**src/rtl/mem_port_arbiter_if.sv**
```systemverilog
// Bundle between the arbiter, its two requesters (fetch, data)
// and the shared single-port memory.
interface mem_port_arbiter_if #(
    parameter int AW = 12,
    parameter int DW = 16
);
    logic          if_req;
    logic [AW-1:0] if_addr;
    logic          if_gnt;
    logic          if_rvalid;
    logic [DW-1:0] if_rdata;
    logic          dm_req;
    logic          dm_we;
    logic [AW-1:0] dm_addr;
    logic [DW-1:0] dm_wdata;
    logic          dm_gnt;
    logic          dm_rvalid;
    logic [DW-1:0] dm_rdata;
    logic          mem_en;
    logic          mem_we;
    logic [AW-1:0] mem_addr;
    logic [DW-1:0] mem_wdata;
    logic [DW-1:0] mem_rdata;
    logic          busy;

    modport slave (
        input  if_req, if_addr, dm_req, dm_we, dm_addr, dm_wdata,
        input  mem_rdata,
        output if_gnt, if_rvalid, if_rdata,
        output dm_gnt, dm_rvalid, dm_rdata,
        output mem_en, mem_we, mem_addr, mem_wdata, busy
    );

    modport master (
        output if_req, if_addr, dm_req, dm_we, dm_addr, dm_wdata,
        output mem_rdata,
        input  if_gnt, if_rvalid, if_rdata,
        input  dm_gnt, dm_rvalid, dm_rdata,
        input  mem_en, mem_we, mem_addr, mem_wdata, busy
    );
endinterface

```
**src/rtl/mem_port_arbiter.sv**
```systemverilog
// Shares one memory between fetch and data ports: one access in
// flight, data priority, fetch forced after STARVE_MAX data wins.
module mem_port_arbiter #(
    parameter int AW         = 12,
    parameter int DW         = 16,
    parameter int RD_LAT     = 1,
    parameter int STARVE_MAX = 4
) (
    input  logic               clk,
    input  logic               rst,
    mem_port_arbiter_if.slave  bus
);
    typedef enum logic [1:0] {IDLE, ACCESS, WAIT, RESP} state_e;

    localparam logic [3:0] SMAX     = 4'(STARVE_MAX);
    localparam logic [1:0] LAT_LAST = 2'(RD_LAT - 1);

    state_e        state_q, state_d;
    logic          sel_if_q, sel_if_d;
    logic          we_q, we_d;
    logic [AW-1:0] addr_q, addr_d;
    logic [DW-1:0] wdata_q, wdata_d;
    logic [1:0]    lat_q, lat_d;
    logic [3:0]    starve_q, starve_d;
    logic [DW-1:0] if_rdata_q, if_rdata_d;
    logic [DW-1:0] dm_rdata_q, dm_rdata_d;
    logic          pick_if;

    always_ff @(posedge clk) begin
        if (rst) begin
            state_q    <= IDLE;
            sel_if_q   <= 1'b0;
            we_q       <= 1'b0;
            addr_q     <= '0;
            wdata_q    <= '0;
            lat_q      <= '0;
            starve_q   <= '0;
            if_rdata_q <= '0;
            dm_rdata_q <= '0;
        end else begin
            state_q    <= state_d;
            sel_if_q   <= sel_if_d;
            we_q       <= we_d;
            addr_q     <= addr_d;
            wdata_q    <= wdata_d;
            lat_q      <= lat_d;
            starve_q   <= starve_d;
            if_rdata_q <= if_rdata_d;
            dm_rdata_q <= dm_rdata_d;
        end
    end

    always_comb begin
        state_d    = state_q;
        sel_if_d   = sel_if_q;
        we_d       = we_q;
        addr_d     = addr_q;
        wdata_d    = wdata_q;
        lat_d      = lat_q;
        starve_d   = starve_q;
        if_rdata_d = if_rdata_q;
        dm_rdata_d = dm_rdata_q;
        pick_if    = 1'b0;
        unique case (state_q)
            IDLE: begin
                if (bus.if_req || bus.dm_req) begin
                    pick_if  = bus.if_req &&
                               (!bus.dm_req || starve_q == SMAX);
                    sel_if_d = pick_if;
                    state_d  = ACCESS;
                    if (pick_if) begin
                        we_d     = 1'b0;
                        addr_d   = bus.if_addr;
                        starve_d = '0;
                    end else begin
                        we_d    = bus.dm_we;
                        addr_d  = bus.dm_addr;
                        wdata_d = bus.dm_wdata;
                        // Count data wins only while fetch is kept waiting
                        if (!bus.if_req)
                            starve_d = '0;
                        else if (starve_q != SMAX)
                            starve_d = starve_q + 4'd1;
                    end
                end
            end
            ACCESS: begin
                lat_d   = '0;
                state_d = we_q ? IDLE : WAIT;
            end
            WAIT: begin
                if (lat_q == LAT_LAST) begin
                    if (sel_if_q) if_rdata_d = bus.mem_rdata;
                    else          dm_rdata_d = bus.mem_rdata;
                    state_d = RESP;
                end else begin
                    lat_d = lat_q + 2'd1;
                end
            end
            RESP: state_d = IDLE;
        endcase
    end

    assign bus.mem_en    = (state_q == ACCESS);
    assign bus.mem_we    = bus.mem_en && we_q;
    assign bus.mem_addr  = addr_q;
    assign bus.mem_wdata = wdata_q;
    assign bus.if_gnt    = bus.mem_en && sel_if_q;
    assign bus.dm_gnt    = bus.mem_en && !sel_if_q;
    assign bus.if_rvalid = (state_q == RESP) && sel_if_q;
    assign bus.dm_rvalid = (state_q == RESP) && !sel_if_q;
    assign bus.if_rdata  = if_rdata_q;
    assign bus.dm_rdata  = dm_rdata_q;
    assign bus.busy      = (state_q != IDLE);
endmodule
```
**src/flat_wrapper.sv**
```systemverilog
// flat-port wrapper written by rule: the top's interface ports become plain ports
module mem_port_arbiter_flat 
#(
    parameter int AW         = 12,
    parameter int DW         = 16,
    parameter int RD_LAT     = 1,
    parameter int STARVE_MAX = 4
)
  (clk, rst, bus_if_req, bus_if_addr, bus_dm_req, bus_dm_we, bus_dm_addr, bus_dm_wdata, bus_mem_rdata, bus_if_gnt, bus_if_rvalid, bus_if_rdata, bus_dm_gnt, bus_dm_rvalid, bus_dm_rdata, bus_mem_en, bus_mem_we, bus_mem_addr, bus_mem_wdata, bus_busy);
  mem_port_arbiter_if #(.AW(AW), .DW(DW)) bus_i ();
  input  logic clk;
  input  logic rst;
  input wire logic [$bits(bus_i.if_req)-1:0] bus_if_req;
  input wire logic [$bits(bus_i.if_addr)-1:0] bus_if_addr;
  input wire logic [$bits(bus_i.dm_req)-1:0] bus_dm_req;
  input wire logic [$bits(bus_i.dm_we)-1:0] bus_dm_we;
  input wire logic [$bits(bus_i.dm_addr)-1:0] bus_dm_addr;
  input wire logic [$bits(bus_i.dm_wdata)-1:0] bus_dm_wdata;
  input wire logic [$bits(bus_i.mem_rdata)-1:0] bus_mem_rdata;
  output wire logic [$bits(bus_i.if_gnt)-1:0] bus_if_gnt;
  output wire logic [$bits(bus_i.if_rvalid)-1:0] bus_if_rvalid;
  output wire logic [$bits(bus_i.if_rdata)-1:0] bus_if_rdata;
  output wire logic [$bits(bus_i.dm_gnt)-1:0] bus_dm_gnt;
  output wire logic [$bits(bus_i.dm_rvalid)-1:0] bus_dm_rvalid;
  output wire logic [$bits(bus_i.dm_rdata)-1:0] bus_dm_rdata;
  output wire logic [$bits(bus_i.mem_en)-1:0] bus_mem_en;
  output wire logic [$bits(bus_i.mem_we)-1:0] bus_mem_we;
  output wire logic [$bits(bus_i.mem_addr)-1:0] bus_mem_addr;
  output wire logic [$bits(bus_i.mem_wdata)-1:0] bus_mem_wdata;
  output wire logic [$bits(bus_i.busy)-1:0] bus_busy;
  assign bus_i.if_req = bus_if_req;
  assign bus_i.if_addr = bus_if_addr;
  assign bus_i.dm_req = bus_dm_req;
  assign bus_i.dm_we = bus_dm_we;
  assign bus_i.dm_addr = bus_dm_addr;
  assign bus_i.dm_wdata = bus_dm_wdata;
  assign bus_i.mem_rdata = bus_mem_rdata;
  assign bus_if_gnt = bus_i.if_gnt;
  assign bus_if_rvalid = bus_i.if_rvalid;
  assign bus_if_rdata = bus_i.if_rdata;
  assign bus_dm_gnt = bus_i.dm_gnt;
  assign bus_dm_rvalid = bus_i.dm_rvalid;
  assign bus_dm_rdata = bus_i.dm_rdata;
  assign bus_mem_en = bus_i.mem_en;
  assign bus_mem_we = bus_i.mem_we;
  assign bus_mem_addr = bus_i.mem_addr;
  assign bus_mem_wdata = bus_i.mem_wdata;
  assign bus_busy = bus_i.busy;
  mem_port_arbiter #(.AW(AW), .DW(DW), .RD_LAT(RD_LAT), .STARVE_MAX(STARVE_MAX)) u_core (.clk(clk), .rst(rst), .bus(bus_i));
endmodule
```
**config.mk**
```make
export PLATFORM = sky130hd
export DESIGN_NAME = mem_port_arbiter_flat
export DESIGN_NICKNAME = d
export VERILOG_FILES = /design/src/rtl/mem_port_arbiter_if.sv /design/src/rtl/mem_port_arbiter.sv /design/src/flat_wrapper.sv
export SDC_FILE = /design/constraint.sdc
export NUM_CORES = 1
export LEC_CHECK = 0
export ABC_AREA = 1
export BUFFER_PORTS_ARGS = -buffer_cell sky130_fd_sc_hd__buf_2
export CELL_PAD_IN_SITES_DETAIL_PLACEMENT = 1
export CELL_PAD_IN_SITES_GLOBAL_PLACEMENT = 1
export CORE_UTILIZATION = 32
export CTS_CLUSTER_DIAMETER = 50
export DETAILED_ROUTE_END_ITERATION = 8
export GPL_TIMING_DRIVEN = 0
export PLACE_DENSITY_LB_ADDON = 0.1
export REMOVE_ABC_BUFFERS = 1
export SYNTH_ARGS = -nofsm -noshare
export SYNTH_HDL_FRONTEND = slang
export SYNTH_SLANG_ARGS = --single-unit
```
**constraint.sdc**
```tcl
create_clock -name clk -period 2 [get_ports clk]
set_clock_uncertainty 0.05 [all_clocks]
set_input_delay 0.2 -clock clk [delete_from_list [all_inputs] [get_ports clk]]
set_output_delay 0.2 -clock clk [all_outputs]
set_load 0.1 [all_outputs]
```
==> results.yml <==
drt:
  wire_per_inst_um: 13.4
  vias: 2835
  dr.pass1.iters: 4
  drtAntennaViolNets: 0
  drt_wl_total_um: 8140
  drc: 0
  drtIter0Drc: 65
  via_per_inst: 4.66
clocking:
  htreeDepth: 3
  cts_max_path_buffers: 2
  tritoncts: "built"
  cts_root_buffer: "clkbuf_8"
  cts_made_buffers: 9
  hold_buffers: 0
  cts.sinks: 70
  path_clk_slew_ps: 80
  clock_latency_ps: 340
place:
  postPlaceCellArea_um2: 3530
  portBuffers: 127
  pre_cts_slack_ps: -331
  gp_congestion: 0.683
  place_hpwl_um: 5570
sta:
  fmax_ghz: 0.553
  setup_viol: 0
  whs_ps: 45.2
  period_share_pct: 90.5
  fin_crit_ps: 1810
  maxSlewViolCount: 0
  hold_violations: 0
  slew_headroom_pct: 62.0
  setup_slack_ps: 190
  rsz0062_at_grt: "no"
  worst_pin_slew_ps: 569
grt:
  antenna_found_initial: 0
  grt_pass1_wl_um: 12700
  grt-ovfl-total: 0
  grt_max_degree: 35
  first_global_vias: 2615
  grt_usage_pct: 18.0
setup_path:
  arrival_ps: 1560
  end_kind: "primary output"
  path_max_fanout: 6
  criticalPathCategory: "flop to primary output"
  cp.required_ps: 1750
  critPathLaunchType: "flop"
synth:
  synth_area_leader_cell: "dfxtp_1"
  syn_area_per_cell_um2: 7.60
  synth-seq-area-share_pct: 49.2
  netlist_instances: 375
  yosysTopAreaCellShare_pct: 49.2
  synth_area_leaders: "dfxtp_1 49%, nor2_1 9.4%, o21ai_0 8.1%"
  ys_ff_latch: 70
  syn-cell-area_um2: 2850
  ys_types: 25
  ys.warnings.count: 0
power:
  p_per_area_nw_per_um2: 1100
  power_leakage_uw: 0.00191
  vdd_drop_max_v: 0.000468
  fin_total_pwr_uw: 4190
cells_and_area:
  area_delta_synth_final_pct: 33.8
  layout.nets: 559
  diodes: 0
  final_common_cell: "buf_2"
  design_area_um2: 3810
  drive_gt1_share_pct: 32.4
  postLayoutCoreUtil_pct: 43.9
  final_cell_mix: "127 x buf_2, 71 x nor2_1, 70 x dfxtp_1"
min_path:
  hold_path.class: "input pin to flop"
floorplan:
  io_pins: 128
  core_um2: 8680
  start_util_pct: 32.8
  num_rows: 34
  die_y_um: 96.4
  die_x_um: 96.4
  design.die.area_um2: 9280
job:
  drv_cap: 0
run_status:
  outcome: "finished, final reports clean"
through the flow:
step                      setup TNS [ps]  instances
after floorplan                    -1950        354
after global placement            -11350        589
after detailed placement           -5930        590
after CTS                              0        606
after global routing                   0        608
final                                  0        608
logic make-up (layout without fill, tap and decap cells):
logic type	Yosys count	count (layout)	synth area share [%]
AOI/OAI and AO/OA	75	75	13.3
and+or+nand+nor	159	159	25.7
DFF	70	70	49.2
xor gates and xnor gates	2	2	0.615
buffers and inverters	66	191	9.88
adders and majority gates	3	3	1.32
worst max-delay path: stages, from the launching register on:
cell	delay (ps)
dfxtp_1	500
inv_1	100
nor3_1	160
buf_2	450
what timing repair did:
item | in CTS | in global routing
gates resized for setup | 4 | 2
endpoints found under the setup margin | 33 | 32
setup buffers | 0 | 2
pin swaps | 0 | 1
path summary, 6_finish.rpt:
| check | cells after the start | slack [ps] | from | endpoint |
|---|---|---|---|---|
| worst max-delay path | 3 | 190 | u_core.sel_if_q | bus_if_rvalid |
| worst min-delay path | 3 | 50 | bus_mem_rdata[8] | u_core.bus.dm_rdata[8] |
| worst max register to register | 8 | 200 | u_core.state_q[0] | u_core.bus.mem_addr[1] |
| worst min register to register | 2 | 390 | u_core.bus.if_rdata[6] | u_core.bus.if_rdata[6] |
report_power, final:
group | switching [µW] | total (µW) | internal, µW
clock | 546 | 1320 | 771
sequential | 56.5 | 1560 | 1500
combinational | 1090 | 1320 | 226
cell type report:
cell class,instances,area (µm²)
Clock buffer,11,151
Clock inverter,5,81.3
Fill cell,1139,4870
Inverter,45,171
Multi-Input combinational cell,239,1190
Sequential cell,70,1400
Tap cell,108,135
Timing Repair Buffer,130,678
Yosys cell counts, drive strengths merged:
cell and n:
nor2 75, dfxtp 70, o21ai 49, inv 45
nand2 34, nand3 32, a21oi 25, nand4 15
buf 11, clkbuf 10, ha 3, nor3 3
xor2 2, a211oi 1
sequential cells by signal, indices dropped and copies added, names as in the netlist, named ones only:
register              flops
u_core.bus.mem_addr      12
u_core.we_q               1
u_core.state_q            1
u_core.bus.mem_wdata     16
u_core.lat_q              2
u_core.starve_q           4
u_core.bus.dm_rdata      16
u_core.sel_if_q           1
u_core.bus.if_rdata      16
per-layer routing:
layer | GRT usage [%] | share of wire [%]
met5 | 0 | 0
met4 | 6.25 | 1.1
met3 | 6.08 | 5.6
met2 | 29.4 | 47
met1 | 22.0 | 46
(Power assumes the default switching activity.)
